<file path="config.mk">
export PLATFORM = sky130hd
export DESIGN_NAME = hc595_chain_tx_flat
export DESIGN_NICKNAME = d
export VERILOG_FILES = /design/src/rtl/hc595_chain_tx_if.sv /design/src/rtl/hc595_chain_tx.sv /design/src/flat_wrapper.sv
export SDC_FILE = /design/constraint.sdc
export NUM_CORES = 1
export LEC_CHECK = 0
export CORE_UTILIZATION = 50
export CTS_BUF_LIST = sky130_fd_sc_hd__clkbuf_8
export CTS_CLUSTER_DIAMETER = 50
export DETAILED_ROUTE_END_ITERATION = 12
export HOLD_SLACK_MARGIN = 0.12
export PLACE_DENSITY_LB_ADDON = 0.05
export RECOVER_POWER = 25
export SYNTH_ARGS = -nofsm -noshare
export SYNTH_HDL_FRONTEND = slang
export SYNTH_SLANG_ARGS = --single-unit
</file>
<file path="constraint.sdc">
create_clock -name clk_i -period 2.6 [get_ports clk_i]
set_input_delay 0.52 -clock clk_i [delete_from_list [all_inputs] [get_ports clk_i]]
set_output_delay 0.52 -clock clk_i [all_outputs]
set_load 0.03 [all_outputs]
</file>
<file path="src/rtl/hc595_chain_tx_if.sv">
// hc595_chain_tx_if: request/handshake and 595 pin bundle for hc595_chain_tx
interface hc595_chain_tx_if #(parameter int DATA_WIDTH = 16);
  logic [DATA_WIDTH-1:0] data;
  logic load, auto, busy, done, sh_cp, st_cp, ds;
  modport master(output data, load, auto, input busy, done, sh_cp, st_cp, ds);
  modport slave(input data, load, auto, output busy, done, sh_cp, st_cp, ds);
endinterface

</file>
<file path="src/rtl/hc595_chain_tx.sv">
// hc595_chain_tx: request-driven serial driver for a chain of 74HC595 shift registers
module hc595_chain_tx #(
  parameter int DATA_WIDTH  = 16,
  parameter int DIV_CNT_MAX = 4,
  parameter bit LSB_FIRST   = 0
) (
  input logic clk_i,
  input logic rst_i,
  hc595_chain_tx_if.slave bus
);
  localparam int CW = $clog2(DATA_WIDTH + 1);
  localparam int DVW = DIV_CNT_MAX > 0 ? $clog2(DIV_CNT_MAX + 1) : 1;
  typedef enum logic [1:0] {IDLE, SHIFT, LATCH} state_t;
  state_t state_q, state_d;
  logic [DVW-1:0] div_q, div_d;
  logic [CW-1:0] cnt_q, cnt_d;
  logic [DATA_WIDTH-1:0] sr_q, sr_d, sr_nx;
  logic sh_q, sh_d, st_q, st_d, ds_q, ds_d, busy_q, busy_d, done_q, done_d;
  logic start, tick, rise, fall, last_fall, latch_end;
  always_ff @(posedge clk_i or posedge rst_i) begin
    if (rst_i) begin
      state_q <= IDLE;
      div_q   <= '0;
      cnt_q   <= '0;
      sr_q    <= '0;
      sh_q    <= 1'b0;
      st_q    <= 1'b0;
      ds_q    <= 1'b0;
      busy_q  <= 1'b0;
      done_q  <= 1'b0;
    end else begin
      state_q <= state_d;
      div_q   <= div_d;
      cnt_q   <= cnt_d;
      sr_q    <= sr_d;
      sh_q    <= sh_d;
      st_q    <= st_d;
      ds_q    <= ds_d;
      busy_q  <= busy_d;
      done_q  <= done_d;
    end
  end
  always_comb begin
    start     = state_q == IDLE && (bus.load || bus.auto);
    tick      = state_q != IDLE && div_q == DVW'(DIV_CNT_MAX);
    rise      = tick && state_q == SHIFT && !sh_q;
    fall      = tick && state_q == SHIFT && sh_q;
    last_fall = fall && cnt_q == CW'(DATA_WIDTH);
    latch_end = tick && state_q == LATCH;
    state_d   = state_q == IDLE ? (start ? SHIFT : IDLE)
              : state_q == SHIFT ? (last_fall ? LATCH : SHIFT)
              : (latch_end ? IDLE : LATCH);
  end
  // DS only moves on falling ticks, so it is stable for a full half-period around each rise
  always_comb begin
    sr_nx  = LSB_FIRST ? sr_q >> 1 : sr_q << 1;
    div_d  = (state_q == IDLE || tick) ? '0 : div_q + 1'b1;
    cnt_d  = start ? '0 : rise ? cnt_q + 1'b1 : cnt_q;
    sr_d   = start ? bus.data : (fall && !last_fall) ? sr_nx : sr_q;
    ds_d   = start ? (LSB_FIRST ? bus.data[0] : bus.data[DATA_WIDTH-1])
           : (fall && !last_fall) ? (LSB_FIRST ? sr_nx[0] : sr_nx[DATA_WIDTH-1]) : ds_q;
    sh_d   = (tick && state_q == SHIFT) ? !sh_q : sh_q;
    st_d   = last_fall ? 1'b1 : latch_end ? 1'b0 : st_q;
    busy_d = start ? 1'b1 : latch_end ? 1'b0 : busy_q;
    done_d = latch_end;
  end
  always_comb begin
    bus.sh_cp = sh_q;
    bus.st_cp = st_q;
    bus.ds    = ds_q;
    bus.busy  = busy_q;
    bus.done  = done_q;
  end
endmodule
</file>
<file path="src/flat_wrapper.sv">
// flat-port wrapper written by rule: the top's interface ports become plain ports
module hc595_chain_tx_flat 
#(
  parameter int DATA_WIDTH  = 16,
  parameter int DIV_CNT_MAX = 4,
  parameter bit LSB_FIRST   = 0
)
  (clk_i, rst_i, bus_data, bus_load, bus_auto, bus_busy, bus_done, bus_sh_cp, bus_st_cp, bus_ds);
  hc595_chain_tx_if #(.DATA_WIDTH(DATA_WIDTH)) bus_i ();
  input logic clk_i;
  input logic rst_i;
  input wire logic [$bits(bus_i.data)-1:0] bus_data;
  input wire logic [$bits(bus_i.load)-1:0] bus_load;
  input wire logic [$bits(bus_i.auto)-1:0] bus_auto;
  output wire logic [$bits(bus_i.busy)-1:0] bus_busy;
  output wire logic [$bits(bus_i.done)-1:0] bus_done;
  output wire logic [$bits(bus_i.sh_cp)-1:0] bus_sh_cp;
  output wire logic [$bits(bus_i.st_cp)-1:0] bus_st_cp;
  output wire logic [$bits(bus_i.ds)-1:0] bus_ds;
  assign bus_i.data = bus_data;
  assign bus_i.load = bus_load;
  assign bus_i.auto = bus_auto;
  assign bus_busy = bus_i.busy;
  assign bus_done = bus_i.done;
  assign bus_sh_cp = bus_i.sh_cp;
  assign bus_st_cp = bus_i.st_cp;
  assign bus_ds = bus_i.ds;
  hc595_chain_tx #(.DATA_WIDTH(DATA_WIDTH), .DIV_CNT_MAX(DIV_CNT_MAX), .LSB_FIRST(LSB_FIRST)) u_core (.clk_i(clk_i), .rst_i(rst_i), .bus(bus_i));
endmodule
</file>
==> impl_results.md <==
- Residual DRC: 0
- Fraction of the mapped netlist area in adder cells: 3.53%
- Clock group share of total power: 25.1%
- Detailed-route vias per instance: 5.87
- Largest family of logic cells by synthesized area: compound AO/OA/AOI/OAI gates
- Critical path class: flip-flop to output pin
- Power Density: 1010 nW/um^2
- Result of the run: finished clean
- Multi-input combinational cell area: 583 um^2
- CTS max path bufs: 2
- Proportion of layout cells with a drive suffix above 1: 9.87%
- Worst-Margin Slew: 0.446 ns
- Synth Area in Compound Gates: between 10% and 20%
- Wire length of the first global-routing pass: 4.56 mm
- Vertical extent of the die: approximately 55 um
- Core area: between 2000 and 3000 um^2
- Clock edge transition at the registers on the reported setup and hold paths: roughly 0.060 ns
- CTS H-Tree Depth: 2
- Worst path bufs/invs: 1
- Total area of sequential cells: approximately 750 um^2
- Max stage delay cell, worst path: clkdlybuf4s50_1
- ANT nets after route: 0
- Kind of start point of the critical path: flip-flop
- TritonCTS clock tree: done
- Chip width: about 55 um
- Number of register bits inferred by synthesis: 30
- Post-synthesis sequential area ratio: 53.0%
- Post-CTS setup buffer count: 0
- Total routing resource utilization after global routing: ~20%
- Die Footprint: 3050 um^2
- NetSw: a little under 0.6 mW
- Clk_lat worst skew: between 0.2 and 0.3 ns
- Row count: 18
- WL per Instance: 15.3 um
- Area Overhead vs Synth: 25.1%
- Worst path top cell family by delay: buffers and inverters
- Setup repair after global routing missed its margin: no
- Final WL: 2.78 mm
- Maximum single-stage delay on the critical path: ~0.74 ns
- Minimum period implied by the final worst setup slack: ~2.1 ns
- Global route overflow: 0
- Slew Limit Headroom: 70.2%
- Series of cell instances along the critical path: clkdlybuf4s50_1
- Sort of element at the end of the critical path: output pin
- Number of hold-repair buffers added at the cts stage: 0
- Starting DRT DRC Count: 44
- Worst hold path class: flip-flop to flip-flop
- Initial antenna violation count: 0
- Switching Share: roughly 32%
- Instance count of the mapped netlist: 125
- DR pass1 iterations: 4
- Number of warnings printed during yosys synthesis: 0
- Final-layout fill cell count: 202
- Final std cells w/o fill: 182
- Total power after layout: 1.79 mW
- CTS Sinks: 30
- Simple-gate portion of the synthesized area: about 18%
- Count of final hold-check violations: 0
- Crit share post-route: 80.2%
- Power share of the combinational group: about a third
- Static Leak: 0.846 nW
- Via count of the first global-routing pass: 997
- Most frequent standard cell in the layout excluding fill and tap cells: dfrtp_1
- Net count of the finished layout: roughly 180
- Flop pwr share: 43.3%
- HPWL after detailed placement: roughly 2.0 mm
- Netlist area before placement: between 1000 and 1500 um^2
- Number of unique standard cell types used by synthesis: 27
- Worst endpoint required time: between 2 and 2.5 ns
- Setup TNS Final: 0 ns
- I/O Buffers: 24
- Post-synthesis share of cell area spent on xor and xnor gates: 0.618%
- Data arrival time of the critical path: 1.56 ns
- Starting Density: 55.2%
- Post-placement cell area: between 1500 and 2000 um^2
- Maximum frequency from static timing analysis: 480 MHz
- Root Buffer Master: clkbuf_8
- MaxCap Viol Count: 0
- Gpl congestion: 0.738
- Post-synth net total: 149
- Placed Cells: about 170
- Number of CTS-inserted buffers: 5
- Largest clock skew in the final design: ~0.0053 ns
- Setup violation total in the final timing report: 0
- Internal portion of total power: approximately 1.2 mW
- Max FO, Critical Path: 12
- Maximum number of pins on one net before global-route repair: 31
- Largest vdd supply drop: about 0.00084 V
- Post-synthesis average cell area: 11.3 um^2
- Boundary pin count: 25
- Total number of vias: ~1100
- Final standard cell area without fillers: 1770 um^2
- Final-report max-slew violation count: 0
- Multiplexer area fraction after synthesis: less than 1%
- Diode insertion count for antenna repair: 0
- Commonest cells after routing, fill and taps aside: dfrtp_1, clkdlybuf4s50_1, and3_1
- Count of cells resized by post-cts repair: 0
==> cells in the mapped netlist <==
cell type / n / share of area, %
a21o_1: 2 / 1.1
a21oi_1: 5 / 1.8
a221o_1: 15 / 11
a32oi_2: 1 / 1.1
and3_1: 17 / 7.5
and3_4: 1 / 0.79
and4b_1: 1 / 0.71
buf_2: 1 / 0.35
buf_6: 3 / 2.4
clkbuf_1: 4 / 1.1
dfrtp_1: 30 / 53
ha_1: 4 / 3.5
inv_1: 8 / 2.1
mux2i_1: 1 / 0.71
nand2_1: 4 / 1.1
nand2b_1: 1 / 0.44
nand3_1: 4 / 1.4
nand4b_1: 2 / 1.2
nand4bb_1: 1 / 0.79
nor2_1: 5 / 1.3
nor3_1: 1 / 0.35
o21ai_0: 4 / 1.4
o2bb2ai_1: 1 / 0.62
o31ai_1: 3 / 1.6
or2_2: 2 / 0.88
or4_1: 3 / 1.6
xnor2_1: 1 / 0.62
==> per-layer routing <==
layer  wire (um)  global-route usage (%)
met1        1340                    26.0
met5           0                       0
met4          34                    7.50
met3         114                    7.26
met2        1300                    29.8
==> cells by family after synthesis <==
family,Yosys count
adder cells (fa/ha/maj),4
buffers and inverters,16
AND/OR/NAND/NOR,42
multiplexers,1
AO/OA/AOI/OAI,31
flip-flops,30
XOR/XNOR,1
==> layout make-up <==
class,instances,share of cell area [%]
sequential,30,42.3
multi-input combinational,79,32.9
timing repair buffer,27,14.8
clock buffer,5,3.88
clock inverter,3,2.26
tap,30,2.12
inverter,8,1.69
==> worst paths after layout <==
check,from,to,slack (ns),cells past startpoint
min,u_core.bus.st_cp$_DFFE_PP0P_,u_core.bus.st_cp$_DFFE_PP0P_,0.48,1
min in group asynchronous,rst_i,u_core.bus.sh_cp$_DFFE_PP0N_,0.75,3
max reg2reg,u_core.div_q[0]$_DFF_PP0_,u_core.sr_q[6]$_DFFE_PP0P_,0.66,6
max in group asynchronous,rst_i,u_core.sr_q[8]$_DFFE_PP0P_,1.59,3
max,u_core.bus.sh_cp$_DFFE_PP0N_,bus_sh_cp,0.52,1
min reg2reg,u_core.bus.st_cp$_DFFE_PP0P_,u_core.bus.st_cp$_DFFE_PP0P_,0.48,1
==> registers in the layout (all words and copies together) (netlist names) <==
register / count
u_core.bus.sh_cp: 1
u_core.state_q: 2
u_core.cnt_q: 5
u_core.bus.busy: 1
u_core.bus.st_cp: 1
u_core.bus.done: 1
u_core.bus.ds: 1
u_core.div_q: 3
u_core.sr_q: 15
==> per-stage QoR <==
stage               util, %  setup slack, ns  hold slack, ns
floorplan                 -            0.849           0.473
global placement       64.8            0.463           0.463
detailed placement     64.8            0.387           0.469
CTS                    69.1            0.514           0.487
global route           69.1            0.470           0.512
finish                 69.1            0.516           0.480
==> power groups by stage <==
stage          clock, mW  sequential [mW]  combinational, mW
2_1_floorplan          0            0.763              0.407
3_3_place_gp           0            0.769              0.539
3_5_place_dp           0            0.773              0.572
4_1_cts            0.456            0.769              0.571
5_1_grt            0.478            0.792              0.625
6_report           0.449            0.775              0.566
No activity file was read; power rests on OpenSTA's default activity.
